[config.mk]
export PLATFORM = sky130hd
export DESIGN_NAME = ppi_bus_master_flat
export DESIGN_NICKNAME = d
export VERILOG_FILES = /design/src/rtl/ppi_bus_master_if.sv /design/src/rtl/ppi_bus_master.sv /design/src/flat_wrapper.sv
export SDC_FILE = /design/constraint.sdc
export NUM_CORES = 1
export LEC_CHECK = 0
export ABC_AREA = 1
export CAP_MARGIN = 20
export CORE_ASPECT_RATIO = 1.25
export CORE_MARGIN = 2
export CORE_UTILIZATION = 44
export DETAILED_ROUTE_END_ITERATION = 12
export HOLD_SLACK_MARGIN = 0.03
export MAX_ROUTING_LAYER = met4
export PLACE_DENSITY = 0.76
export SETUP_SLACK_MARGIN = 0.3
export SLEW_MARGIN = 20
export SYNTH_ARGS = -nofsm -noshare
export SYNTH_HDL_FRONTEND = slang
export SYNTH_SLANG_ARGS = --single-unit
[constraint.sdc]
create_clock -name clk -period 1.6 [get_ports clk]
set_clock_uncertainty 0.15 [all_clocks]
set_input_delay 0.32 -clock clk [delete_from_list [all_inputs] [get_ports clk]]
set_output_delay 0.32 -clock clk [all_outputs]
set_load 0.005 [all_outputs]
[src/rtl/ppi_bus_master_if.sv]
// ppi_bus_master_if: command/response handshake and 8255A bus signals of ppi_bus_master.
// The master modport is the bus-master view; the slave modport is the CPU/PPI environment view.
interface ppi_bus_master_if;
  logic       cmd_valid;
  logic       cmd_ready;
  logic [1:0] cmd_op;
  logic [1:0] cmd_port;
  logic [7:0] cmd_data;
  logic       resp_valid;
  logic       resp_err;
  logic [7:0] resp_rdata;
  logic       ppi_cs_n;
  logic       ppi_wr_n;
  logic       ppi_rd_n;
  logic [1:0] ppi_a;
  logic [7:0] ppi_dout;
  logic       ppi_doe;
  logic [7:0] ppi_din;
  logic [7:0] mode_shadow;

  modport master (
    input  cmd_valid, cmd_op, cmd_port, cmd_data, ppi_din,
    output cmd_ready, resp_valid, resp_err, resp_rdata,
    output ppi_cs_n, ppi_wr_n, ppi_rd_n, ppi_a, ppi_dout, ppi_doe, mode_shadow
  );

  modport slave (
    output cmd_valid, cmd_op, cmd_port, cmd_data, ppi_din,
    input  cmd_ready, resp_valid, resp_err, resp_rdata,
    input  ppi_cs_n, ppi_wr_n, ppi_rd_n, ppi_a, ppi_dout, ppi_doe, mode_shadow
  );
endinterface

[src/rtl/ppi_bus_master.sv]
// ppi_bus_master: turns mode-set/BSR/port-write/port-read commands into timed 8255A bus cycles.
// A shadow of the last mode word lets it refuse writes to ports currently configured as inputs.
module ppi_bus_master #(
  parameter int SETUP_CYC  = 1,
  parameter int STROBE_CYC = 3,
  parameter int HOLD_CYC   = 1
) (
  input  logic             clk,
  input  logic             reset,
  ppi_bus_master_if.master bus
);

  typedef enum logic [2:0] {IDLE, SETUP, STROBE, HOLD, RESP} state_e;
  typedef enum logic [1:0] {OP_MODE, OP_BSR, OP_WRITE, OP_READ} op_e;

  localparam logic [3:0] SetupLd  = 4'(SETUP_CYC - 1);
  localparam logic [3:0] StrobeLd = 4'(STROBE_CYC - 1);
  localparam logic [3:0] HoldLd   = 4'(HOLD_CYC - 1);

  state_e     state_q;
  op_e        op_q;
  logic [3:0] cnt_q;
  logic       ready_q;
  logic       cs_n_q;
  logic       wr_n_q;
  logic       rd_n_q;
  logic [1:0] a_q;
  logic [7:0] dout_q;
  logic       doe_q;
  logic [7:0] rdata_q;
  logic       resp_valid_q;
  logic       resp_err_q;
  logic [7:0] resp_rdata_q;
  logic [7:0] mode_q;

  op_e        op_d;
  logic [1:0] a_d;
  logic [7:0] word_d;
  logic       err_d;

  // Accept-time decode: bus word, address and direction check against the current mode shadow.
  always_comb begin
    op_d   = op_e'(bus.cmd_op);
    a_d    = bus.cmd_op[1] ? bus.cmd_port : 2'b11;
    word_d = bus.cmd_data;
    err_d  = 1'b0;
    case (op_d)
      OP_MODE: word_d = {1'b1, (bus.cmd_data[6:5] == 2'b11) ? 2'b10 : bus.cmd_data[6:5],
                         bus.cmd_data[4:0]};
      OP_BSR:  word_d = {4'b0000, bus.cmd_data[3:0]};
      OP_WRITE: err_d = (bus.cmd_port == 2'b11) ||
                        ((bus.cmd_port == 2'b00) && mode_q[4]) ||
                        ((bus.cmd_port == 2'b01) && mode_q[1]) ||
                        ((bus.cmd_port == 2'b10) && mode_q[3] && mode_q[0]);
      OP_READ: begin
        word_d = 8'h00;
        err_d  = (bus.cmd_port == 2'b11);
      end
      default: word_d = bus.cmd_data;
    endcase
  end

  always_ff @(posedge clk) begin
    if (reset) begin
      state_q      <= IDLE;
      op_q         <= OP_MODE;
      cnt_q        <= 4'd0;
      ready_q      <= 1'b1;
      cs_n_q       <= 1'b1;
      wr_n_q       <= 1'b1;
      rd_n_q       <= 1'b1;
      a_q          <= 2'b00;
      dout_q       <= 8'h00;
      doe_q        <= 1'b0;
      rdata_q      <= 8'h00;
      resp_valid_q <= 1'b0;
      resp_err_q   <= 1'b0;
      resp_rdata_q <= 8'h00;
      mode_q       <= 8'h9B;
    end else begin
      case (state_q)
        IDLE: begin
          if (bus.cmd_valid && ready_q) begin
            ready_q <= 1'b0;
            op_q    <= op_d;
            if (err_d) begin
              state_q      <= RESP;
              resp_valid_q <= 1'b1;
              resp_err_q   <= 1'b1;
            end else begin
              state_q <= SETUP;
              cnt_q   <= SetupLd;
              cs_n_q  <= 1'b0;
              a_q     <= a_d;
              dout_q  <= word_d;
              doe_q   <= (op_d != OP_READ);
            end
          end
        end
        SETUP: begin
          if (cnt_q == 4'd0) begin
            state_q <= STROBE;
            cnt_q   <= StrobeLd;
            if (op_q == OP_READ) rd_n_q <= 1'b0;
            else                 wr_n_q <= 1'b0;
          end else begin
            cnt_q <= cnt_q - 4'd1;
          end
        end
        STROBE: begin
          if (cnt_q == 4'd0) begin
            state_q <= HOLD;
            cnt_q   <= HoldLd;
            wr_n_q  <= 1'b1;
            rd_n_q  <= 1'b1;
            if (op_q == OP_READ) rdata_q <= bus.ppi_din;
          end else begin
            cnt_q <= cnt_q - 4'd1;
          end
        end
        HOLD: begin
          if (cnt_q == 4'd0) begin
            state_q      <= RESP;
            cs_n_q       <= 1'b1;
            doe_q        <= 1'b0;
            a_q          <= 2'b00;
            dout_q       <= 8'h00;
            resp_valid_q <= 1'b1;
            resp_err_q   <= 1'b0;
            resp_rdata_q <= (op_q == OP_READ) ? rdata_q : 8'h00;
            if (op_q == OP_MODE) mode_q <= dout_q;
          end else begin
            cnt_q <= cnt_q - 4'd1;
          end
        end
        RESP: begin
          state_q      <= IDLE;
          ready_q      <= 1'b1;
          resp_valid_q <= 1'b0;
          resp_err_q   <= 1'b0;
          resp_rdata_q <= 8'h00;
        end
        default: state_q <= IDLE;
      endcase
    end
  end

  // Ready is gated by reset so it reads low for as long as reset is held.
  assign bus.cmd_ready   = ready_q & ~reset;
  assign bus.resp_valid  = resp_valid_q;
  assign bus.resp_err    = resp_err_q;
  assign bus.resp_rdata  = resp_rdata_q;
  assign bus.ppi_cs_n    = cs_n_q;
  assign bus.ppi_wr_n    = wr_n_q;
  assign bus.ppi_rd_n    = rd_n_q;
  assign bus.ppi_a       = a_q;
  assign bus.ppi_dout    = dout_q;
  assign bus.ppi_doe     = doe_q;
  assign bus.mode_shadow = mode_q;

endmodule

[src/flat_wrapper.sv]
// flat-port wrapper written by rule: the top's interface ports become plain ports
module ppi_bus_master_flat 
#(
  parameter int SETUP_CYC  = 1,
  parameter int STROBE_CYC = 3,
  parameter int HOLD_CYC   = 1
)
  (clk, reset, bus_cmd_valid, bus_cmd_op, bus_cmd_port, bus_cmd_data, bus_ppi_din, bus_cmd_ready, bus_resp_valid, bus_resp_err, bus_resp_rdata, bus_ppi_cs_n, bus_ppi_wr_n, bus_ppi_rd_n, bus_ppi_a, bus_ppi_dout, bus_ppi_doe, bus_mode_shadow);
  ppi_bus_master_if bus_i ();
  input  logic clk;
  input  logic reset;
  input wire logic [$bits(bus_i.cmd_valid)-1:0] bus_cmd_valid;
  input wire logic [$bits(bus_i.cmd_op)-1:0] bus_cmd_op;
  input wire logic [$bits(bus_i.cmd_port)-1:0] bus_cmd_port;
  input wire logic [$bits(bus_i.cmd_data)-1:0] bus_cmd_data;
  input wire logic [$bits(bus_i.ppi_din)-1:0] bus_ppi_din;
  output wire logic [$bits(bus_i.cmd_ready)-1:0] bus_cmd_ready;
  output wire logic [$bits(bus_i.resp_valid)-1:0] bus_resp_valid;
  output wire logic [$bits(bus_i.resp_err)-1:0] bus_resp_err;
  output wire logic [$bits(bus_i.resp_rdata)-1:0] bus_resp_rdata;
  output wire logic [$bits(bus_i.ppi_cs_n)-1:0] bus_ppi_cs_n;
  output wire logic [$bits(bus_i.ppi_wr_n)-1:0] bus_ppi_wr_n;
  output wire logic [$bits(bus_i.ppi_rd_n)-1:0] bus_ppi_rd_n;
  output wire logic [$bits(bus_i.ppi_a)-1:0] bus_ppi_a;
  output wire logic [$bits(bus_i.ppi_dout)-1:0] bus_ppi_dout;
  output wire logic [$bits(bus_i.ppi_doe)-1:0] bus_ppi_doe;
  output wire logic [$bits(bus_i.mode_shadow)-1:0] bus_mode_shadow;
  assign bus_i.cmd_valid = bus_cmd_valid;
  assign bus_i.cmd_op = bus_cmd_op;
  assign bus_i.cmd_port = bus_cmd_port;
  assign bus_i.cmd_data = bus_cmd_data;
  assign bus_i.ppi_din = bus_ppi_din;
  assign bus_cmd_ready = bus_i.cmd_ready;
  assign bus_resp_valid = bus_i.resp_valid;
  assign bus_resp_err = bus_i.resp_err;
  assign bus_resp_rdata = bus_i.resp_rdata;
  assign bus_ppi_cs_n = bus_i.ppi_cs_n;
  assign bus_ppi_wr_n = bus_i.ppi_wr_n;
  assign bus_ppi_rd_n = bus_i.ppi_rd_n;
  assign bus_ppi_a = bus_i.ppi_a;
  assign bus_ppi_dout = bus_i.ppi_dout;
  assign bus_ppi_doe = bus_i.ppi_doe;
  assign bus_mode_shadow = bus_i.mode_shadow;
  ppi_bus_master #(.SETUP_CYC(SETUP_CYC), .STROBE_CYC(STROBE_CYC), .HOLD_CYC(HOLD_CYC)) u_core (.clk(clk), .reset(reset), .bus(bus_i));
endmodule
# [Word-level counts from Yosys, hierarchy flattened]
# Index checks and enable logic that the tools add are counted.
[classes] add_sub_neg=1 eq_ne=22 n_mux=47 bitwise=2 n_reduce_logical=30
[ops] cell="$mux W8" n=5
[ops] cell="$pmux W8 S2" n=2
[ops] cell="$pmux W8 S3" n=1
[ops] cell="$reduce_and A4 Y1" n=6
[ops] cell="$mux W4" n=5
[ops] cell="$pmux W4 S4" n=1
[ops] cell="$mux W3" n=5
[ops] cell="$mux W1" n=13
[ops] cell="$eq A2 B2 Y1 const B" n=6
[ops] cell="$ne A2 B1 Y1 const B" n=6
[ops] cell="$pmux W1 S2" n=6
[ops] cell="$pmux W3 S4" n=1
[ops] cell="$mux W2" n=5
[ops] cell="$ne A2 B2 Y1 const B" n=4
[ops] cell="$reduce_bool A2 Y1" n=4
[ops] cell="$eq A3 B2 Y1 const B" n=2
[ops] cell="$logic_not A2 Y1" n=3
[ops] cell="$pmux W1 S3" n=2
[ops] cell="$reduce_and A2 Y1" n=3
[ops] cell="$reduce_and A3 Y1" n=2
[ops] cell="$logic_and A1 B1 Y1" n=5
[ops] cell="$eq A2 B1 Y1 const B" n=2
[ops] cell="$logic_not A4 Y1" n=1
[ops] cell="$pmux W2 S2" n=1
[ops] cell="other kinds (9)" n=11
[totals] reg_bits=50 input_bits=23 output_inout_bits=33 elab_cells=117

# [Logic depth before layout (Yosys ltp)]
# Gate-level depths: netlist of run 1.
[depth] depth_word=9 depth_mapped=11 ltp_nobuf=11

# [Worst setup path after synthesis of run 1]
# OpenSTA, ideal clock, no wires.
[synth_path] path_kind="register to register" startpoint="register u_core.cnt_q[0]" endpoint="register u_core.dout_q[6], in the netlist u_core.bus.ppi_dout[6]" setup_ns=0.113 t_arrival_ns=1.394 t_required_ns=1.337 setup_slack_ns=-0.057 stages_incl_launch_ff=11 path_buffers=1 synth_period_minus_slack_ns=1.657 path_cell_list="dfxtp_1 > inv_1 > ha_1 > nand3_2 > nand2_1 > nand2_2 > nor2_8 > nand2_4 > buf_6 > o21ai_1 > nor2_1"
[synth_between] elab_chain_len=3
[synth_lines] element="from (decl)" line_no="ppi_bus_master.sv:22" text="logic [3:0] cnt_q;"
[synth_lines] element="from (signal assigned)" line_no="ppi_bus_master.sv:92" text="cnt_q <= SetupLd;"
[synth_lines] element="from (signal assigned)" line_no="ppi_bus_master.sv:103" text="cnt_q <= StrobeLd;"
[synth_lines] element="from (signal assigned)" line_no="ppi_bus_master.sv:107" text="cnt_q <= cnt_q - 4'd1;"
[synth_lines] element="$logic_not A4 Y1" line_no="ppi_bus_master.sv:122" text="if (cnt_q == 4'd0) begin"
[synth_lines] element="$ne A2 B1 Y1 (no line)"
[synth_lines] element="$reduce_and A4 Y1 (no line)"
[synth_lines] element="to (signal assigned)" line_no="ppi_bus_master.sv:95" text="dout_q <= word_d;"
[synth_lines] element="to (decl)" line_no="ppi_bus_master.sv:28" text="logic [7:0] dout_q;"
# No other way between the ends.
# A chain may end at the register's enable or synchronous reset.

# [Final worst setup path of run 1]
[layout_path] startpoint="register u_core.state_q[1]" endpoint="register u_core.dout_q[1], in the netlist u_core.bus.ppi_dout[1]"
[layout_between] elab_chain_len=3 word_cells_on_any_way=8 cone_classes="4 x eq/ne; 1 x mux; 3 x reduce/logical"
[layout_lines] element="from (decl)" line_no="ppi_bus_master.sv:20" text="state_e state_q;"
[layout_lines] element="from (signal assigned)" line_no="ppi_bus_master.sv:65" text="state_q <= IDLE;"
[layout_lines] element="from (signal assigned)" line_no="ppi_bus_master.sv:87" text="state_q <= RESP;"
[layout_lines] element="from (signal assigned)" line_no="ppi_bus_master.sv:91" text="state_q <= SETUP;"
[layout_lines] element="$eq A3 B2 Y1 or $logic_not A3 Y1 (tied branches)" line_no="ppi_bus_master.sv:81" text="case (state_q)"
[layout_lines] element="$ne A2 B1 Y1 (no line) (tied with other cells)"
[layout_lines] element="$reduce_and A4 Y1 (no line)"
# Parallel ways exist; a longest one is shown, timed or not.

==> metrics.txt, run 1 <==
# TYPE chip_impl_metric gauge
chip_impl_info{name="critical_path_class",value="reg2reg"} 1
chip_impl_info{name="run_status",value="finished with violations"} 1
chip_impl_info{name="cts-root-buf",value="clkbuf_8"} 1
chip_impl_metric{name="synthXorXnorAreaFrac",unit="%"} 0.394
chip_impl_metric{name="num_antenna_cells",unit=""} 0
chip_impl_metric{name="postSynthCellCount",unit=""} 297
chip_impl_metric{name="routed_wirelength",unit="µm"} 8930
chip_impl_info{name="post_synth_main_area_contributors",value="dfxtp_1 45%, nand2_1 10%, a21oi_1 7.0%"} 1
chip_impl_metric{name="vias",unit=""} 2759
chip_impl_metric{name="first_global_vias",unit=""} 2522
chip_impl_metric{name="largest_net_degree_at_the_start_of_global_routing",unit=""} 18
chip_impl_metric{name="cp.required",unit="ps"} 1690
chip_impl_metric{name="placedCellCount",unit=""} 433
chip_impl_metric{name="synthesis.nets",unit=""} 322
chip_impl_metric{name="layout_worst_path_cycle_share",unit="%"} 107
chip_impl_metric{name="clockBufferDepth",unit=""} 2
chip_impl_info{name="failed_checks",value="setup timing"} 1
chip_impl_metric{name="slew_headroom",unit="%"} 76.3
chip_impl_metric{name="floorplan.core_area",unit="mm²"} 0.00480
chip_impl_metric{name="post_synth.cell_area_avg",unit="µm²"} 7.48
chip_impl_metric{name="hold_violations",unit=""} 0
chip_impl_metric{name="post-synth-top-area-fraction",unit="%"} 45.0
chip_impl_info{name="tritoncts",value="yes"} 1
chip_impl_metric{name="detail_route.vias_per_cell",unit=""} 5.63
chip_impl_metric{name="floorplan.die_area",unit="mm²"} 0.00564
chip_impl_metric{name="p_switching",unit="mW"} 3.08
chip_impl_metric{name="routedWlPerCell",unit="µm"} 18.2
chip_impl_metric{name="drv.max_cap_violation_count",unit=""} 0
chip_impl_metric{name="internal_power",unit="mW"} 3.98
chip_impl_info{name="worst_setup_path_start_kind",value="flip-flop"} 1
chip_impl_metric{name="synthSimpleGateAreaFrac",unit="%"} 25.7
chip_impl_metric{name="synthesized_area_fraction_occupied_by_ao_oa_aoi_and_oai_cells",unit="%"} 20.3
chip_impl_metric{name="io_pins",unit=""} 56
chip_impl_metric{name="htree_num_levels",unit=""} 2
chip_impl_metric{name="instances_no_fill",unit=""} 490
chip_impl_metric{name="drtIter0Drc",unit=""} 206
chip_impl_info{name="yosysTopAreaCell",value="dfxtp_1"} 1
chip_impl_metric{name="clock_power_share",unit="%"} 11.2
chip_impl_metric{name="start_util",unit="%"} 46.3
chip_impl_metric{name="grt_util_all_layers",unit="%"} 29.9
chip_impl_metric{name="die_w",unit="µm"} 67.6
chip_impl_metric{name="synth_fa_ha_area_share",unit="%"} 1.13
chip_impl_metric{name="die_h",unit="µm"} 83.5
chip_impl_metric{name="drc",unit=""} 0
chip_impl_metric{name="clk-insertion-delay-late",unit="ps"} 310
chip_impl_metric{name="cellLeakagePower",unit="nW"} 1.81
chip_impl_metric{name="drive_above_1_share",unit="%"} 58.1
chip_impl_metric{name="place.port_buffers",unit=""} 55
chip_impl_metric{name="place.detailed.hpwl",unit="µm"} 4210
chip_impl_metric{name="slew_violations",unit=""} 0
chip_impl_metric{name="layout.nets",unit=""} 454
chip_impl_info{name="crit_top_cell",value="nand2_4"} 1
chip_impl_metric{name="total_clock_buffers_created_by_cts",unit=""} 5
chip_impl_metric{name="synth_cell_type_count",unit=""} 26
chip_impl_info{name="synth_top_cells_by_count",value="59 x nand2_1, 50 x dfxtp_1, 31 x a21oi_1"} 1
chip_impl_metric{name="pin_slew_with_the_least_headroom_to_its_limit",unit="ps"} 355
chip_impl_metric{name="clock.fmax",unit="GHz"} 0.586
chip_impl_metric{name="n_fill_cell",unit=""} 274
chip_impl_metric{name="row_count",unit=""} 28
chip_impl_info{name="timing.hold.worst.class",value="reg2reg"} 1
chip_impl_metric{name="min_period",unit="ps"} 1710
chip_impl_metric{name="gr-total-overflow",unit=""} 0
chip_impl_info{name="grt_setup_unrepaired",value="true"} 1
chip_impl_metric{name="grt_first_pass_wirelength",unit="µm"} 12400
chip_impl_metric{name="worst-path-max-fanout",unit=""} 6
chip_impl_metric{name="gp_routability_congestion",unit=""} 0.903
chip_impl_metric{name="grt_antenna_before_repair",unit=""} 0
chip_impl_metric{name="postRouteAntennaNets",unit=""} 0
chip_impl_metric{name="cpPeakStageDelay",unit="ps"} 350
chip_impl_metric{name="setup_viol",unit=""} 24
chip_impl_metric{name="ys_async_sr_fraction",unit="%"} 0
chip_impl_metric{name="combPwrFrac",unit="%"} 62.9
chip_impl_metric{name="flow.area_growth_from_synthesis",unit="%"} 78.9
chip_impl_info{name="post-synth-top-count-cell",value="nand2_1"} 1
chip_impl_info{name="critPathSlowestCell",value="dfxtp_2"} 1
chip_impl_info{name="worst_path_cell_chain",value="inv_4, nand2_4, nor2_4, nand2_2, nand2_4, nor2_8, buf_6, nand2_4, nand2_1, a21oi_1"} 1
chip_impl_metric{name="switching_share",unit="%"} 43.6
chip_impl_metric{name="mux_share_of_post_synthesis_cell_area",unit="%"} 0
chip_impl_metric{name="ys_warn_count",unit=""} 0
chip_impl_metric{name="syn_area",unit="mm²"} 0.00222
chip_impl_metric{name="ir_drop",unit="mV"} 1.35
chip_impl_metric{name="arrival",unit="ps"} 1790
chip_impl_metric{name="setup_slack",unit="ps"} -106
chip_impl_metric{name="clk_pin_slew",unit="ps"} 100
chip_impl_metric{name="synth_seq_area_share",unit="%"} 45.0
chip_impl_metric{name="cellPowerDensity",unit="mW/mm²"} 1780
chip_impl_metric{name="clkSinkCount",unit=""} 50
chip_impl_info{name="yosys_most_used_dff",value="dfxtp_1"} 1
chip_impl_info{name="synth_top_family_by_area",value="simple AND/OR/NAND/NOR gates"} 1
chip_impl_metric{name="p_seq_share",unit="%"} 25.9
chip_impl_metric{name="drt_first_pass_iters",unit=""} 5
chip_impl_metric{name="worst_hold_slack",unit="ps"} 317
chip_impl_metric{name="synth-seq-cells",unit=""} 50
chip_impl_metric{name="cts_hold_buf",unit=""} 0
chip_impl_info{name="setup.worst_path.end_class",value="flip-flop"} 1
chip_impl_metric{name="synth_enable_flop_cells",unit=""} 0
## cell usage in the layout, fill, tap and decap left out, types with 11 or more instances in the layout
master           netlist  routed
buf_4                  0      49
dfxtp_2                0      37
nand2_1               59      32
buf_2                  3      31
nor2_1                30      23
nand2_2                3      22
a21oi_1               31      21
buf_6                  1      21
inv_1                 27      19
clkdlybuf4s50_1        0      17
o21ai_1                6      12
dfxtp_1               50      12
o21ai_0               28      11
o21ai_2                0      11
## layout make-up
class	count	area [µm²]	area share, %
Clock buffer	5	68.8	1.73
Timing Repair Buffer	130	1120	28.3
Tap cell	60	75.1	1.89
Sequential cell	50	1050	26.4
Multi-Input combinational cell	208	1470	37.0
Inverter	33	151	3.81
Timing Repair inverter	1	8.76	0.220
Clock inverter	3	23.8	0.598
## final timing paths
path	startpoint	to	slack, ps	cells after the start
worst max-delay path	u_core.state_q[1]$_SDFFE_PP0P_	u_core.bus.ppi_dout[1]$_SDFFE_PP0P_	-110	10
worst min-delay path	u_core.bus.resp_err$_SDFFE_PP0P_	u_core.bus.resp_err$_SDFFE_PP0P_	320	2
worst max register to register	u_core.state_q[1]$_SDFFE_PP0P_	u_core.bus.ppi_dout[1]$_SDFFE_PP0P_	-110	10
worst min register to register	u_core.bus.resp_err$_SDFFE_PP0P_	u_core.bus.resp_err$_SDFFE_PP0P_	320	2
## stage by stage
step	cell area [µm²]	worst slack [ps]	total power [mW]	setup TNS, ps	utilization, %
3_3_place_gp	3120	-289	4.38	-6470	64.9
4_1_cts	3780	5.62	6.34	0	78.7
5_1_grt	3980	-175	7.40	-2680	82.8
3_5_place_dp	3120	-327	4.42	-7420	64.9
2_1_floorplan	2310	55.5	3.36	0	-
6_report	3980	-106	7.06	-841	82.8
## sequential cells by signal (all words and copies together), names as in the netlist
signal                  count
u_core.bus.mode_shadow      8
u_core.bus.ppi_a            2
u_core.bus.ppi_cs_n         1
u_core.bus.ppi_doe          1
u_core.bus.ppi_dout         8
u_core.bus.ppi_rd_n         1
u_core.bus.ppi_wr_n         1
u_core.bus.resp_err         1
u_core.bus.resp_rdata       8
u_core.bus.resp_valid       1
u_core.cnt_q                4
u_core.op_q                 2
u_core.rdata_q              8
u_core.ready_q              1
u_core.state_q              3
## layer usage
| layer | GRT usage (%) | part of all wire (%) | up-vias |
|---|---|---|---|
| met5 | - | 0 | - |
| met4 | 13.9 | 4.2 | 0 |
| met3 | 4.32 | 5.9 | 41 |
| met2 | 50.3 | 53 | 146 |
| met1 | 34.0 | 37 | 1313 |
| li1 | - | - | 1259 |
## repair_timing
| item | in CTS | in global routing |
|---|---|---|
| endpoints found under the setup margin | 81 | 54 |
| pin swaps | 30 | 15 |
| resized for setup | 241 | 60 |
| buffers inserted | 36 | 7 |
| gates cloned | 5 | 1 |
## critical path: cells and delay by family (launching register included)
family / cells / cell delay, ps
AOI/OAI and AO/OA: 1 / 150
buffers and inverters: 2 / 210
DFF: 1 / 350
and+or+nand+nor: 7 / 760
## power by group through the flow
stage	logic [mW]	clock network (mW)	registers (mW)
after floorplan	1.58	0	1.79
after global placement	2.60	0	1.77
after detailed placement	2.64	0	1.78
after CTS	3.78	0.770	1.79
after global routing	4.71	0.845	1.85
final	4.44	0.791	1.83
## logic make-up (layout without fill, tap and decap cells)
logic type | Yosys count | count (layout)
flops | 50 | 50
buf+inv | 41 | 172
simple gates | 124 | 126
compound gates | 79 | 79
xor+xnor | 1 | 1
fa+ha+maj | 2 | 2
Note: power is estimated with default switching activity, not from simulation.
==> inputs of run 2 (changes only) <==
--- a/config.mk
+++ b/config.mk
@@ -11,3 +11,3 @@
 export CORE_MARGIN = 2
-export CORE_UTILIZATION = 44
+export CORE_UTILIZATION = 48
 export DETAILED_ROUTE_END_ITERATION = 12
@@ -15,3 +15,3 @@
 export MAX_ROUTING_LAYER = met4
-export PLACE_DENSITY = 0.76
+export PLACE_DENSITY = 0.78
 export SETUP_SLACK_MARGIN = 0.3
==> constraint.sdc (replaced) <==
create_clock -name clk -period 1.9 [get_ports clk]
set_clock_uncertainty 0.15 [all_clocks]
set_input_delay 0.19 -clock clk [delete_from_list [all_inputs] [get_ports clk]]
set_output_delay 0.19 -clock clk [all_outputs]
set_load 0.005 [all_outputs]
==> run 2 against run 1 <==
The run now ends clean. Power is 34% lower. Wire length is 33% lower. Combinational power is 46% lower. Global-route usage is 4.7 points lower. Fmax is 3.4% higher. Die area is 7.9% lower. Cell count is 11% lower. Critical endpoint is now u_core.bus.ppi_dout[0]$_SDFFE_PP0P_. Largest power group unchanged.
==> metrics.txt, run 2 (synthesized netlist as in run 1, its figures left out) <==
# TYPE chip_impl_metric gauge
chip_impl_info{name="run_status",value="complete, no violations"} 1
chip_impl_metric{name="die_w",unit="µm"} 64.9
chip_impl_metric{name="routed_wirelength",unit="µm"} 6010
chip_impl_metric{name="worst-path-max-fanout",unit=""} 8
chip_impl_info{name="timing.hold.worst.class",value="reg2reg"} 1
chip_impl_metric{name="grt_antenna_before_repair",unit=""} 0
chip_impl_metric{name="routedWlPerCell",unit="µm"} 13.8
chip_impl_info{name="worst_setup_path_start_kind",value="flip-flop"} 1
chip_impl_metric{name="worst_hold_slack",unit="ps"} 302
chip_impl_metric{name="clockBufferDepth",unit=""} 2
chip_impl_metric{name="place.detailed.hpwl",unit="µm"} 3990
chip_impl_metric{name="htree_num_levels",unit=""} 2
chip_impl_metric{name="clk-insertion-delay-late",unit="ps"} 310
chip_impl_metric{name="switching_share",unit="%"} 41.0
chip_impl_metric{name="total_clock_buffers_created_by_cts",unit=""} 5
chip_impl_metric{name="clock_power_share",unit="%"} 16.3
chip_impl_metric{name="floorplan.die_area",unit="mm²"} 0.00519
chip_impl_metric{name="cp.required",unit="ps"} 1990
chip_impl_metric{name="instances_no_fill",unit=""} 437
chip_impl_metric{name="p_switching",unit="mW"} 1.90
chip_impl_metric{name="postRouteAntennaNets",unit=""} 0
chip_impl_metric{name="vias",unit=""} 2316
chip_impl_metric{name="drc",unit=""} 0
chip_impl_metric{name="slew_headroom",unit="%"} 75.0
chip_impl_metric{name="grt_util_all_layers",unit="%"} 25.3
chip_impl_metric{name="internal_power",unit="mW"} 2.74
chip_impl_info{name="grt_setup_unrepaired",value="true"} 1
chip_impl_metric{name="setup_viol",unit=""} 0
chip_impl_metric{name="drt_first_pass_iters",unit=""} 4
chip_impl_metric{name="grt_first_pass_wirelength",unit="µm"} 10100
chip_impl_metric{name="clock.fmax",unit="GHz"} 0.606
chip_impl_metric{name="cellLeakagePower",unit="nW"} 1.44
chip_impl_metric{name="n_fill_cell",unit=""} 334
chip_impl_metric{name="p_seq_share",unit="%"} 32.5
chip_impl_metric{name="postLayoutCoreUtil",unit="%"} 74.1
chip_impl_info{name="tritoncts",value="yes"} 1
chip_impl_metric{name="place.port_buffers",unit=""} 55
chip_impl_metric{name="clk_pin_slew",unit="ps"} 100
chip_impl_info{name="critical_path_class",value="reg2reg"} 1
chip_impl_metric{name="arrival",unit="ps"} 1740
chip_impl_metric{name="row_count",unit=""} 27
chip_impl_metric{name="flow.area_growth_from_synthesis",unit="%"} 47.6
chip_impl_info{name="setup.worst_path.end_class",value="flip-flop"} 1
chip_impl_metric{name="start_util",unit="%"} 50.2
chip_impl_metric{name="detail_route.vias_per_cell",unit=""} 5.30
chip_impl_metric{name="floorplan.core_area",unit="mm²"} 0.00443
chip_impl_metric{name="drv.max_cap_violation_count",unit=""} 0
chip_impl_metric{name="placedCellCount",unit=""} 415
chip_impl_metric{name="layout.nets",unit=""} 403
chip_impl_metric{name="gr-total-overflow",unit=""} 0
chip_impl_metric{name="clkSinkCount",unit=""} 50
chip_impl_metric{name="drtIter0Drc",unit=""} 146
chip_impl_metric{name="num_antenna_cells",unit=""} 0
chip_impl_info{name="most_frequent_standard_cell_in_the_layout_excluding_fill_and_tap_cells",value="clkdlybuf4s50_1"} 1
chip_impl_metric{name="min_period",unit="ps"} 1650
chip_impl_metric{name="layout_worst_path_cycle_share",unit="%"} 86.8
chip_impl_metric{name="gp_routability_congestion",unit=""} 0.952
chip_impl_metric{name="ir_drop",unit="mV"} 1.11
chip_impl_metric{name="die_h",unit="µm"} 80.1
chip_impl_metric{name="slew_violations",unit=""} 0
chip_impl_metric{name="first_global_vias",unit=""} 2301
chip_impl_info{name="cts-root-buf",value="clkbuf_8"} 1
chip_impl_metric{name="overall_power_after_layout",unit="mW"} 4.64
chip_impl_metric{name="io_pins",unit=""} 56
chip_impl_metric{name="cellPowerDensity",unit="mW/mm²"} 1410
chip_impl_info{name="mostFrequentLayoutCells",value="54 x clkdlybuf4s50_1, 47 x nand2_1, 46 x dfxtp_1, 30 x a21oi_1, 28 x nor2_1"} 1
chip_impl_metric{name="hold_violations",unit=""} 0
chip_impl_metric{name="drive_above_1_share",unit="%"} 21.1
chip_impl_metric{name="cts_hold_buf",unit=""} 0
chip_impl_metric{name="pin_slew_with_the_least_headroom_to_its_limit",unit="ps"} 373
chip_impl_metric{name="largest_net_degree_at_the_start_of_global_routing",unit=""} 17
chip_impl_metric{name="combPwrFrac",unit="%"} 51.2
[run 2: changes by cell type in the layout (fill, tap and decap cells not counted), moves of 15 or more]
cell	change
buf_6	-19
buf_4	-27
buf_2	-31
dfxtp_1	+34
nand2_1	+15
clkdlybuf4s50_1	+37
dfxtp_2	-34
[run 2: worst max-delay path, cell delays in order (launching register included)]
cell      delay [ps]
dfxtp_2          340
inv_2             80
ha_4             140
nand3_4          120
nand2_4          110
nand2_4           80
nor2_8           190
buf_4            140
nand3b_1          70
a21oi_1          140
[run 2: routing by layer]
layer | part of all wire [%] | track usage (%) | wire length (µm)
met1 | 40 | 29.6 | 2390
met3 | 7.6 | 4.34 | 457
met2 | 50 | 41.8 | 3010
met5 | 0 | - | 0
met4 | 2.5 | 12.6 | 148
[run 2: timing repair]
item	CTS	global route
setup buffers	8	4
resized for setup	31	23
endpoints found under the setup margin	43	46
gates cloned	2	0
pin swaps	7	9
[run 2: power by group through the flow]
stage / combinational, mW / sequential, mW / clock [mW]
floorplan: 1.26 / 1.49 / 0
global placement: 1.89 / 1.50 / 0
detailed placement: 1.93 / 1.50 / 0
CTS: 2.19 / 1.49 / 0.759
global route: 2.62 / 1.54 / 0.804
finish: 2.38 / 1.51 / 0.754
[run 2: path summary, 6_finish.rpt]
kind,startpoint,end,slack (ps),cells past startpoint
setup / recovery,u_core.cnt_q[1]$_SDFFE_PP0P_,u_core.bus.ppi_dout[0]$_SDFFE_PP0P_,250,9
hold / removal,u_core.rdata_q[5]$_SDFFE_PP0P_,u_core.rdata_q[5]$_SDFFE_PP0P_,300,2
setup reg to reg,u_core.cnt_q[1]$_SDFFE_PP0P_,u_core.bus.ppi_dout[0]$_SDFFE_PP0P_,250,9
hold reg to reg,u_core.rdata_q[5]$_SDFFE_PP0P_,u_core.rdata_q[5]$_SDFFE_PP0P_,300,2
[run 2: area by class of cell]
| type | instances | area (µm²) | share of cell area [%] |
|---|---|---|---|
| clock buffer | 6 | 72.6 | 2.21 |
| clock inverter | 2 | 37.5 | 1.14 |
| inverter | 33 | 136 | 4.16 |
| multi-input combinational | 207 | 1190 | 36.4 |
| sequential | 50 | 1010 | 30.8 |
| tap | 58 | 72.6 | 2.21 |
| timing repair buffer | 80 | 752 | 22.9 |
| timing repair inverter | 1 | 6.26 | 0.191 |
[run 2: metrics by stage]
step,cell area [µm²],TNS (ps),setup WS (ps)
global placement,2920,0,75.9
finish,3280,0,250
detailed placement,2920,-0.225,-0.225
global route,3280,0,173
floorplan,2240,0,302
CTS,3200,0,285
